`config.mk`:
```
export PLATFORM = sky130hd
export DESIGN_NAME = sanmoku_player
export DESIGN_NICKNAME = d
export VERILOG_FILES = /design/src/rtl/sanmoku_player.sv
export SDC_FILE = /design/constraint.sdc
export NUM_CORES = 1
export LEC_CHECK = 0
export BUFFER_PORTS_ARGS = -buffer_cell sky130_fd_sc_hd__buf_2
export CORE_UTILIZATION = 40
export DETAILED_ROUTE_END_ITERATION = 8
export PLACE_DENSITY = 0.56
export SKIP_LAST_GASP = 1
export SYNTH_ARGS = -nofsm -noshare
export SYNTH_HDL_FRONTEND = slang
export SYNTH_SLANG_ARGS = --single-unit
```
`constraint.sdc`:
```
create_clock -name CLK -period 3.4 [get_ports CLK]
set_input_delay 0.34 -clock CLK [delete_from_list [all_inputs] [get_ports CLK]]
set_output_delay 0.34 -clock CLK [all_outputs]
set_load 0.05 [all_outputs]
```
`src/rtl/sanmoku_player.sv`:
```
// User-side tic-tac-toe player: tracks the board, accepts machine (o) moves and
// offers its own (x) move chosen as win, else block, else first free cell in preference order.
module sanmoku_player (
   input  logic       CLK,
   input  logic       RST,
   input  logic       m_valid,
   input  logic [3:0] m_cell,
   output logic       m_ready,
   output logic       u_valid,
   output logic [3:0] u_cell,
   input  logic       u_ready,
   output logic [8:0] board_o,
   output logic [8:0] board_x,
   output logic       isNotEnd,
   output logic       userWins,
   output logic       machineWins
);

   localparam int unsigned CELLS  = 9;
   localparam int unsigned IDX_W  = 4;
   localparam logic [IDX_W-1:0] LAST_IDX = IDX_W'(CELLS - 1);

   typedef enum logic [2:0] {WAIT_M, EVAL_M, SCAN, OFFER, EVAL_U, DONE} state_t;

   state_t state, next_state;

   logic [IDX_W-1:0] scan_idx;
   logic             win_found, blk_found, free_found;
   logic [IDX_W-1:0] win_cell, blk_cell, free_cell;

   function automatic logic has_line(input logic [CELLS-1:0] b);
      has_line = (&b[2:0]) | (&b[5:3]) | (&b[8:6]) |
                 (b[0] & b[3] & b[6]) | (b[1] & b[4] & b[7]) | (b[2] & b[5] & b[8]) |
                 (b[0] & b[4] & b[8]) | (b[2] & b[4] & b[6]);
   endfunction

   // Scan position -> cell: centre, corners, then edges.
   function automatic logic [IDX_W-1:0] pref_cell(input logic [IDX_W-1:0] idx);
      case (idx)
         4'd0:    pref_cell = 4'd4;
         4'd1:    pref_cell = 4'd0;
         4'd2:    pref_cell = 4'd2;
         4'd3:    pref_cell = 4'd6;
         4'd4:    pref_cell = 4'd8;
         4'd5:    pref_cell = 4'd1;
         4'd6:    pref_cell = 4'd3;
         4'd7:    pref_cell = 4'd5;
         default: pref_cell = 4'd7;
      endcase
   endfunction

   logic [CELLS-1:0] occupied, m_mask, scan_mask, u_mask;
   logic             m_fire, u_fire, m_bad, o_line, x_line, full;
   logic [IDX_W-1:0] scan_cell, choice;
   logic             scan_empty, scan_win, scan_blk, scan_last;
   logic             win_nx, blk_nx;
   logic [IDX_W-1:0] win_cell_nx, blk_cell_nx, free_cell_nx;

   always_comb begin
      occupied     = board_o | board_x;
      m_mask       = (m_cell < 4'd9) ? (9'd1 << m_cell) : 9'd0;
      u_mask       = (u_cell < 4'd9) ? (9'd1 << u_cell) : 9'd0;
      m_fire       = m_valid & m_ready;
      u_fire       = u_valid & u_ready;
      m_bad        = (m_mask == 9'd0) || ((occupied & m_mask) != 9'd0);
      o_line       = has_line(board_o);
      x_line       = has_line(board_x);
      full         = &occupied;
      scan_cell    = pref_cell(scan_idx);
      scan_mask    = 9'd1 << scan_cell;
      scan_empty   = (occupied & scan_mask) == 9'd0;
      scan_win     = scan_empty & has_line(board_x | scan_mask);
      scan_blk     = scan_empty & has_line(board_o | scan_mask);
      scan_last    = scan_idx == LAST_IDX;
      win_nx       = win_found | scan_win;
      blk_nx       = blk_found | scan_blk;
      win_cell_nx  = win_found  ? win_cell  : scan_cell;
      blk_cell_nx  = blk_found  ? blk_cell  : scan_cell;
      free_cell_nx = (free_found || !scan_empty) ? free_cell : scan_cell;
      choice       = win_nx ? win_cell_nx : (blk_nx ? blk_cell_nx : free_cell_nx);
   end

   always_ff @(posedge CLK or posedge RST) begin
      if (RST) state <= WAIT_M;
      else     state <= next_state;
   end

   always_comb begin
      next_state = state;
      case (state)
         WAIT_M:  if (m_fire) next_state = m_bad ? DONE : EVAL_M;
         EVAL_M:  next_state = (o_line || full) ? DONE : SCAN;
         SCAN:    if (scan_last) next_state = OFFER;
         OFFER:   if (u_fire) next_state = EVAL_U;
         EVAL_U:  next_state = (x_line || full) ? DONE : WAIT_M;
         default: next_state = DONE;
      endcase
   end

   // Handshake outputs depend on state only.
   always_comb begin
      m_ready = 1'b0;
      u_valid = 1'b0;
      case (state)
         WAIT_M:  m_ready = 1'b1;
         OFFER:   u_valid = 1'b1;
         default: ;
      endcase
   end

   always_ff @(posedge CLK or posedge RST) begin
      if (RST) begin
         board_o     <= '0;
         board_x     <= '0;
         isNotEnd    <= 1'b1;
         userWins    <= 1'b0;
         machineWins <= 1'b0;
         u_cell      <= '0;
         scan_idx    <= '0;
         win_found   <= 1'b0;
         blk_found   <= 1'b0;
         free_found  <= 1'b0;
         win_cell    <= '0;
         blk_cell    <= '0;
         free_cell   <= '0;
      end else begin
         case (state)
            WAIT_M: begin
               if (m_fire) begin
                  if (m_bad) begin
                     userWins <= 1'b1;
                     isNotEnd <= 1'b0;
                  end else begin
                     board_o <= board_o | m_mask;
                  end
               end
            end
            EVAL_M: begin
               if (o_line) begin
                  machineWins <= 1'b1;
                  isNotEnd    <= 1'b0;
               end else if (full) begin
                  isNotEnd <= 1'b0;
               end
               scan_idx   <= '0;
               win_found  <= 1'b0;
               blk_found  <= 1'b0;
               free_found <= 1'b0;
            end
            SCAN: begin
               win_found  <= win_nx;
               blk_found  <= blk_nx;
               free_found <= free_found | scan_empty;
               win_cell   <= win_cell_nx;
               blk_cell   <= blk_cell_nx;
               free_cell  <= free_cell_nx;
               scan_idx   <= scan_idx + 4'd1;
               if (scan_last) u_cell <= choice;
            end
            OFFER: begin
               if (u_fire) board_x <= board_x | u_mask;
            end
            EVAL_U: begin
               if (x_line) begin
                  userWins <= 1'b1;
                  isNotEnd <= 1'b0;
               end else if (full) begin
                  isNotEnd <= 1'b0;
               end
            end
            default: ;
         endcase
      end
   end

endmodule

```
==> results of run 1 <==
==> final timing paths <==
kind	endpoint	cells after the start	slack (ns)	startpoint
worst max-delay path	u_cell[3]	9	0.45	scan_idx[1]
max in group asynchronous	board_o[2]	2	2.51	RST
worst min register to register	isNotEnd	2	0.45	isNotEnd
worst min-delay path	board_x[4]	2	0.25	RST
worst max register to register	u_cell[3]	9	0.45	scan_idx[1]
min in group CLK	board_o[5]	3	0.36	m_cell[0]
==> routing by layer <==
layer | part of all wire | vias up
met5 | 0 | -
met4 | 0.012 | 0
met3 | 0.048 | 10
met2 | 0.45 | 99
met1 | 0.49 | 1316
li1 | - | 1347
==> worst reg2reg max path, cell delays in order (launching register included) <==
cell	delay, ns
dfrtp_1	0.47
inv_1	0.09
ha_1	0.30
or3b_4	0.45
a221oi_2	0.49
a22o_2	0.27
a221oi_4	0.07
o31ai_2	0.21
nand2_1	0.22
o211a_1	0.27
==> metrics by stage <==
stage	utilization	total power, mW	std cells
final	0.461	0.953	472
after global routing	0.461	0.985	472
after CTS	0.461	0.970	472
after detailed placement	0.447	0.597	464
after global placement	0.447	0.597	464
after floorplan	-	0.585	346
==> cells by family after synthesis <==
| family | share of synthesized area |
|---|---|
| multiplexers | 0.0297 |
| AO/OA/AOI/OAI | 0.306 |
| AND/OR/NAND/NOR | 0.207 |
| buffers and inverters | 0.0524 |
| flip-flops | 0.389 |
| adder cells (fa/ha/maj) | 0.0165 |
==> cell usage after synthesis, drive strengths merged (2+ instances only) <==
cell / count / share of area
nor3b: 3 / 0.011
and3: 3 / 0.0062
or3: 2 / 0.0041
nand3: 6 / 0.0099
a222oi: 4 / 0.013
o31ai: 4 / 0.012
a211o: 2 / 0.0058
nor4b: 2 / 0.0058
clkbuf: 12 / 0.016
o211ai: 4 / 0.0099
o21bai: 9 / 0.022
or2: 2 / 0.0041
a221oi: 5 / 0.024
buf: 7 / 0.015
nand4: 4 / 0.0083
o21ai: 23 / 0.038
or4: 4 / 0.012
inv: 17 / 0.021
mux2i: 3 / 0.0099
nand2: 21 / 0.026
a31o: 5 / 0.014
dfrtp: 46 / 0.38
nand2b: 8 / 0.017
a22oi: 4 / 0.0099
a21o: 6 / 0.015
nor2b: 3 / 0.0062
a31oi: 5 / 0.010
a211oi: 5 / 0.012
nand3b: 4 / 0.0099
mux4: 2 / 0.016
a21oi: 30 / 0.050
ha: 4 / 0.017
nor2: 42 / 0.054
o21a: 4 / 0.0099
o22ai: 17 / 0.035
nor3: 7 / 0.012
a22o: 4 / 0.012
==> layout by cell type, fill, tap and decap left out, types with 8 or more instances in the layout <==
cell type  netlist  final
dfrtp_1         46     46
nor2_1          40     40
buf_2            4     34
a21oi_1         30     30
o21ai_0         23     23
nand2_1         21     21
o22ai_1         17     17
inv_1           17     16
o21bai_1         9      9
nand2b_1         8      8
==> state kept, by name (all words and copies together), names as in the netlist, 3 cells and up <==
signal,cells
u_cell,4
scan_idx,4
blk_cell,4
board_o,9
board_x,9
free_cell,4
state,3
win_cell,4
==> power breakdown <==
group | internal, mW | switching [mW] | total, mW | leakage (nW)
combinational | 0.00628 | 0.0201 | 0.0264 | 0.826
sequential | 0.559 | 0 | 0.559 | 0.643
clock | 0.166 | 0.201 | 0.368 | 0.0474
total | 0.731 | 0.222 | 0.953 | 1.52
==> cell type report <==
cell class / count / area [um2] / area share
multi-input combinational: 263 / 1690 / 0.504
sequential: 47 / 1180 / 0.351
timing repair buffer: 38 / 200 / 0.0596
tap: 99 / 124 / 0.0369
clock buffer: 6 / 82.6 / 0.0246
inverter: 17 / 63.8 / 0.0190
clock inverter: 2 / 16.3 / 0.00484
==> summary.md, run 1 <==
| Metric | Value |
|---|---|
| Post_cts resized | `0` |
| Crit path launch type | `register` |
| Rel. slew slack | `0.331` |
| RSZ-0062 raised after global routing | `no` |
| Vias in the first global route | `2643` |
| CP Max Fanout | `10` |
| Io pins | `35` |
| Min-delay worst type | `input pin to async pin` |
| GRT busiest layer | `met2` |
| Classification of the worst setup path | `register to register` |
| Leak Pwr | `1.52 nW` |
| Htree depth | `2` |
| Hold Worst Slack | `approximately 0.25 ns` |
| Core ar. | `around 0.0073 mm2` |
| Crit path time final | `slightly below 3 ns` |
| Slew @ Worst Pin | `~1.0 ns` |
| Top delay family on crit path | `compound AO/OA/AOI/OAI gates` |
| Share of cells above drive strength 1 | `0.188` |
| Crit path cell chain | `inv_1, ha_1, or3b_4, a221oi_2, a22o_2, a221oi_4, o31ai_2, nand2_1, o211a_1` |
| Largest net degree at the start of global routing | `between 40 and 50` |
| Synth Register Bits | `47` |
| Max Cap Violations | `0` |
| Syn Nets | `358` |
| CTS sink cnt | `47` |
| Avg Synthesized Cell Area | `8.76 um2` |
| Worst vdd ir | `0.115 mV` |
| 1st-pass router iterations | `5` |
| Buf/Inv on CP | `1` |
| FFs w/ async S/R, synth | `1.00` |
| Met2 GRT Util | `0.373` |
| Cts hold-fix bufs | `0` |
| CTS tree | `done` |
| Fmax | `approximately 0.34 GHz` |
| Critical Path RT | `3.60 ns` |
| Detailed Route Iter0 Violations | `between 200 and 250` |
| Port buffer count | `34` |
| Arrival @ worst endpoint | `between 3 and 4 ns` |
| Routed wire length per instance | `about 18 um` |
| First-pass GRT wire length | `13800 um` |
| Fillers | `746` |
| Pwr dens | `284 mW/mm2` |
| Nets | `between 300 and 400` |
| Crit-path slowest cell | `a221oi_2` |
| Worst Setup End Kind | `register` |
| Die ar. | `0.00793 mm2` |
| Final GP Congestion | `0.867` |
| Row count | `31` |
| Antenna diode instance count | `0` |
| Clk_skew | `0.00894 ns` |
| Layout area overhead | `10.8%` |
| Clock tree buffer depth | `2` |
| Mapped Cells | `between 300 and 400` |
| Seq/Total Area, Yosys | `0.389` |
| Met3 global-route usage | `0.0286` |
| Total number of vias | `between 2000 and 3000` |
| Outcome | `finished, final reports clean` |
| PnR worst setup slack | `about 0.45 ns` |
| EDFF count, synth | `0` |
| DR vias/cell | `slightly below 6` |
| Clk slew on worst S/H paths | `roughly 0.090 ns` |
| Die extent in x | `between 80 and 90 um` |
| Die height | `around 90 um` |
| Synth warn | `0` |
| Routed wire length | `8280 um` |
| GRT Residual Overflow | `0` |
| Clock root buffer | `clkbuf_8` |
| Post-DP HPWL | `between 5000 and 6000 um` |
| Top_reg_cell synth | `dfrtp_1` |
| Total CTS buffers | `5` |
| GR Util All Layers | `0.228` |
| Max stage delay on crit path | `between 0.4 and 0.5 ns` |
| Worst skew pair latency | `between 0.3 and 0.4 ns` |
| Synth Cell Area | `roughly 0.0030 mm2` |
| Initial antenna violation count | `0` |
| Initial Util | `0.416` |
| Setup Buffers After CTS | `0` |
| M1 GR Usage | `0.318` |
| Antenna-violating nets left | `0` |
| Post-Route Setup TNS | `0 ns` |
| Netlist cell types | `61` |
| Residual DRC | `0` |
| Pre-CTS WS | `between 0.5 and 0.6 ns` |
| Design area | `0.00336 mm2` |
| Period utilisation layout | `0.867` |
| Final Max Tran Viols | `0` |
| Placed inst area | `around 0.0033 mm2` |
| Fin. Hold Viols | `0` |
| Endpoints failing setup | `0` |
Note: power is estimated with default switching activity, not from simulation.
==> run 2: changes to the inputs <==
- BUFFER_PORTS_ARGS: -buffer_cell sky130_fd_sc_hd__buf_2 -> default
- DONT_BUFFER_PORTS: default -> 1
- PLACE_DENSITY: 0.56 -> 0.52
- SETUP_SLACK_MARGIN: default -> 0.5
==> run 2 against run 1 <==
Total power down 3.3%. Largest cell class unchanged. Critical path depth up 1. Setup slack better by 0.11 ns. Final cell count down 3.2%. Global-route usage down 0.57 points. Die area unchanged. Fmax up 3.9%. First-iteration DRC count down 7.5%. Sequential share of layout area down 0.38 points.
==> summary.md, run 2 (synthesis results as in run 1) <==
| Metric | Value |
|---|---|
| Clk_skew | `0.0106 ns` |
| First-pass GRT wire length | `about 13000 um` |
| Slew @ Worst Pin | `roughly 1 ns` |
| RSZ-0062 raised after global routing | `no` |
| Layout area overhead | `12.1%` |
| Arrival @ worst endpoint | `about 3.0 ns` |
| Initial Util | `0.416` |
| Clock tree buffer depth | `2` |
| Die height | `~89 um` |
| Largest net degree at the start of global routing | `48` |
| DR vias/cell | `6.09` |
| Leak Pwr | `1.48 nW` |
| Pwr dens | `roughly 270 mW/mm2` |
| R2R Setup Slk | `approximately 0.56 ns` |
| Share of cells above drive strength 1 | `0.184` |
| Worst vdd ir | `~0.12 mV` |
| Fin. Hold Viols | `0` |
| 1st-pass router iterations | `5` |
| Total number of vias | `between 2000 and 3000` |
| Port buffer count | `0` |
| GR Util All Layers | `0.223` |
| Min-delay worst type | `input pin to async pin` |
| CP Max Fanout | `7` |
| Core ar. | `roughly 0.0073 mm2` |
| GRT Residual Overflow | `0` |
| Fmax | `approximately 0.35 GHz` |
| Total CTS buffers | `5` |
| Rel. slew slack | `0.334` |
| Final Max Tran Viols | `0` |
| Vias in the first global route | `approximately 2500` |
| Classification of the worst setup path | `register to register` |
| Post-Route Setup TNS | `0 ns` |
| Final GP Congestion | `0.955` |
| Most frequent cells in the layout | `dfrtp_1 (45), nor2_1 (40), a21oi_1 (30), o21ai_0 (23), buf_4 (23)` |
| Detailed Route Iter0 Violations | `198` |
| Largest registers | `board_o x9, board_x x9` |
| Residual DRC | `0` |
| Clock root buffer | `clkbuf_8` |
| Endpoints failing setup | `0` |
| Routed wire length | `8540 um` |
| Period utilisation layout | `0.834` |
| CTS tree | `done` |
| Worst skew pair latency | `0.31 ns` |
| Critical Path RT | `3.59 ns` |
| Die extent in x | `around 90 um` |
| Row count | `31` |
| Antenna diode instance count | `0` |
| Initial antenna violation count | `0` |
| Commonest non-fill, non-tap cell in the layout | `dfrtp_1` |
| Crit path launch type | `register` |
| Worst Setup End Kind | `register` |
| Antenna-violating nets left | `0` |
| Nets | `about 370` |
| Crit path time final | `2.84 ns` |
| Layout Utilization | `0.466` |
| CTS sink cnt | `47` |
| Max Cap Violations | `0` |
| Outcome | `finished, final reports clean` |
| Htree depth | `2` |
| Routed wire length per instance | `18.7 um` |
| Die ar. | `slightly below 0.008 mm2` |
| Io pins | `35` |
| Post-DP HPWL | `a little over 6000 um` |
| Clk slew on worst S/H paths | `around 0.09 ns` |
[run 2: cell types whose count changed in the layout (fill, tap and decap cells not counted), moves of 2 or more]
| cell | previous run | this run |
|---|---|---|
| buf_2 | 34 | 0 |
| ha_1 | 4 | 1 |
| ha_2 | 0 | 3 |
| a211oi_1 | 5 | 3 |
| a221oi_4 | 1 | 3 |
| a211oi_2 | 0 | 2 |
| buf_4 | 4 | 23 |
[run 2: final timing paths]
check / end / cells after the start / from
min in group CLK: board_o[5] / 2 / m_cell[0]
worst max-delay path: u_cell[1] / 10 / scan_idx[0]
worst max register to register: u_cell[1] / 10 / scan_idx[0]
max in group asynchronous: scan_idx[1] / 1 / RST
worst min register to register: blk_cell[3] / 2 / blk_cell[3]
worst min-delay path: board_x[7] / 1 / RST
[run 2: cell type report]
type	instances	area, um2
clock buffers	6	72.6
inverters	17	63.8
clock inverters	2	12.5
repair buffers	23	173
fillers	752	3890
multi-input cells	263	1770
well taps	99	124
flip-flops and latches	47	1180
[run 2: routing by layer]
metal  global-route usage  share of wire
met2                0.361           0.48
met4               0.0519          0.011
met1                0.307           0.44
met5                    0              0
met3               0.0471          0.067
[run 2: repair_timing]
action	CTS	global route
hold buffers	0	0
pin swaps	0	3
endpoints found under the setup margin	1	9
gates resized for setup	5	9
setup buffers	0	4
[run 2: stage by stage]
| stage | worst slack [ns] | cells | cell area [um2] | power (mW) | hold WS, ns |
|---|---|---|---|---|---|
| floorplan | 0.814 | 346 | 3030 | 0.585 | 0.467 |
| global placement | 0.497 | 445 | 3210 | 0.589 | 0.487 |
| detailed placement | 0.496 | 445 | 3210 | 0.589 | 0.493 |
| CTS | 0.509 | 453 | 3330 | 0.931 | 0.188 |
| global route | 0.464 | 457 | 3400 | 0.953 | 0.205 |
| finish | 0.564 | 457 | 3400 | 0.921 | 0.133 |
[run 2: critical path, stage by stage, from the launching register on]
cell,delay (ns)
dfrtp_1,0.44
inv_1,0.13
ha_2,0.26
nand3b_1,0.26
a221oi_1,0.14
buf_4,0.17
o21ai_0,0.21
a21oi_1,0.11
or4_1,0.67
o22ai_1,0.23
o211ai_1,0.11
[run 2: report_power, final]
group          leakage (nW)  internal [mW]  switching (mW)
Sequential            0.641          0.559               0
Combinational         0.797        0.00368          0.0150
Clock                0.0412          0.144           0.199
==> run 3: changes to the inputs <==
- clock period: 3.4 -> 2.65 ns (I/O delays scaled with it)
==> run 3 against run 2 <==
Global-route usage is 1.8 points higher. Core utilization is 6.2 points higher. Largest power group unchanged. First-iteration DRC count is 15% lower. Die area stayed put. Wire length is 6.5% higher. Fmax is 10% higher. Combinational power is 30% higher. Worst hold slack worse by 0.074 ns. Clock-buffer cell count stayed put. Critical endpoint is now u_cell[3]. Highest routed layer unchanged. Via count is 4.5% higher. Final area is 13% higher.
==> summary.md, run 3 (synthesis results as in run 1) <==
| Metric | Value |
|---|---|
| Nets | `around 400` |
| Die height | `89.0 um` |
| Total CTS buffers | `5` |
| Worst Setup End Kind | `register` |
| Worst vdd ir | `between 0.15 and 0.2 mV` |
| Routed wire length | `between 9000 and 10000 um` |
| Crit path time final | `about 2.6 ns` |
| Initial antenna violation count | `0` |
| Fillers | `a little over 700` |
| Max Cap Violations | `0` |
| Pre-CTS WS | `-0.0109 ns` |
| Die extent in x | `roughly 90 um` |
| Cts hold-fix bufs | `0` |
| Worst skew pair latency | `roughly 0.30 ns` |
| Antenna diode instance count | `0` |
| Crit-path slowest cell | `or4b_4` |
| Hold Worst Slack | `between 0.05 and 0.06 ns` |
| PnR Total Power | `1.21 mW` |
| Most frequent cells in the layout | `buf_4 (56), nor2_1 (37), dfrtp_1 (30), a21oi_1 (29), o21ai_0 (21)` |
| CTS tree | `done` |
| Crit path cell chain | `inv_4, ha_4, or4b_4, nor3b_4, buf_4, o22ai_2, a21oi_1, or4_4, o22ai_4, o211a_1` |
| Multi-input logic area | `roughly 0.0019 mm2` |
| Layout area overhead | `27.2%` |
| Row count | `31` |
| Rel. slew slack | `0.326` |
| Htree depth | `2` |
| Min-delay worst type | `input pin to async pin` |
| RSZ-0062 raised after global routing | `yes` |
| 1st-pass router iterations | `5` |
| Share of cells above drive strength 1 | `0.349` |
| Period utilisation layout | `0.969` |
| GR Util All Layers | `0.241` |
| DR vias/cell | `approximately 5.9` |
| Leak Pwr | `about 1.7 nW` |
| Buf/Inv on CP | `2` |
| Clock tree buffer depth | `2` |
| Crit path launch type | `register` |
| Clock root buffer | `clkbuf_8` |
| Outcome | `finished, final reports clean` |
| Detailed Route Iter0 Violations | `between 150 and 200` |
| GRT Residual Overflow | `0` |
| Final GP Congestion | `0.856` |
| Residual DRC | `0` |
| Endpoints failing setup | `0` |
| Largest net degree at the start of global routing | `48` |
| Classification of the worst setup path | `register to register` |
| Clk slew on worst S/H paths | `0.09 ns` |
| Arrival @ worst endpoint | `about 2.8 ns` |
| Total number of vias | `a little under 3000` |
| Largest registers | `board_o x9, board_x x9` |
| Final Max Tran Viols | `0` |
| Fin. Hold Viols | `0` |
| Port buffer count | `0` |
| Post-DP HPWL | `between 6000 and 7000 um` |
| Pwr dens | `314 mW/mm2` |
| Die ar. | `a little under 0.008 mm2` |
| PnR worst setup slack | `0.0832 ns` |
| Clk_skew | `0.00675 ns` |
| Critical Path RT | `2.85 ns` |
| Io pins | `35` |
| Max stage delay on crit path | `around 0.57 ns` |
| Slew @ Worst Pin | `between 1 and 1.5 ns` |
| Antenna-violating nets left | `0` |
| FF/Latch Area | `between 0.001 and 0.0015 mm2` |
| Routed wire length per instance | `between 15 and 20 um` |
| CTS sink cnt | `between 40 and 50` |
| First-pass GRT wire length | `between 10000 and 15000 um` |
| Top delay family on crit path | `simple AND/OR/NAND/NOR gates` |
| Vias in the first global route | `2729` |
| Commonest non-fill, non-tap cell in the layout | `buf_4` |
| Core ar. | `around 0.0073 mm2` |
| Initial Util | `0.416` |
| CP Max Fanout | `7` |
| Fmax | `approximately 0.4 GHz` |
run 3: changes by cell type in the layout (fill, tap and decap cells not counted), sizes merged:
| cell | change |
|---|---|
| buf | +35 |
run 3: what timing repair did:
action                                 4_1_cts  5_1_grt
buffers inserted                            13        5
setup endpoints to repair                   15       19
endpoints found under the hold margin        0        0
pin swaps                                   16       12
resized for setup                           17       16
run 3: power by group:
part / switching, mW / internal, mW
Combinational: 0.0193 / 0.00513
Sequential: 0 / 0.716
Clock: 0.257 / 0.213
Total: 0.277 / 0.935
run 3: layout make-up:
| cell class | count | share of cell area |
|---|---|---|
| timing repair buffer | 58 | 0.115 |
| sequential | 47 | 0.311 |
| clock inverter | 2 | 0.00422 |
| clock buffer | 6 | 0.0214 |
| inverter | 17 | 0.0179 |
| multi-input combinational | 263 | 0.499 |
| tap | 99 | 0.0321 |
run 3: worst reg2reg max path, cell delays in order, from the launching register on:
cell and delay [ns]:
dfrtp_1 0.42, inv_4 0.08, ha_4 0.19, or4b_4 0.57, nor3b_4 0.27, buf_4 0.16
o22ai_2 0.07, a21oi_1 0.17, or4_4 0.22, o22ai_4 0.09, o211a_1 0.23
run 3: routing by layer:
layer  wire length (um)  vias up  global-route usage
li1                   -     1384                   -
met1               4250     1433               0.334
met2               4350       85               0.403
met3                407        8              0.0351
met4                 88        0              0.0491
met5                  0        -                   0
run 3: path summary, 6_finish.rpt:
check / start / end / slack (ns) / depth (start not counted)
max in group asynchronous: RST / board_o[4] / 1.88 / 1
min in group CLK: m_cell[0] / board_o[5] / 0.11 / 2
min: RST / board_x[4] / 0.06 / 1
max reg2reg: scan_idx[0] / u_cell[3] / 0.08 / 10
min reg2reg: blk_cell[3] / blk_cell[3] / 0.53 / 2
max: scan_idx[0] / u_cell[3] / 0.08 / 10
run 3: through the flow:
step,cell area [um2],instances,TNS [ns],util
floorplan,3150,346,0,-
global placement,3460,466,0,0.475
detailed placement,3460,466,-0.0109,0.475
CTS,3740,487,0,0.513
global route,3850,492,-0.0650,0.528
finish,3850,492,0,0.528
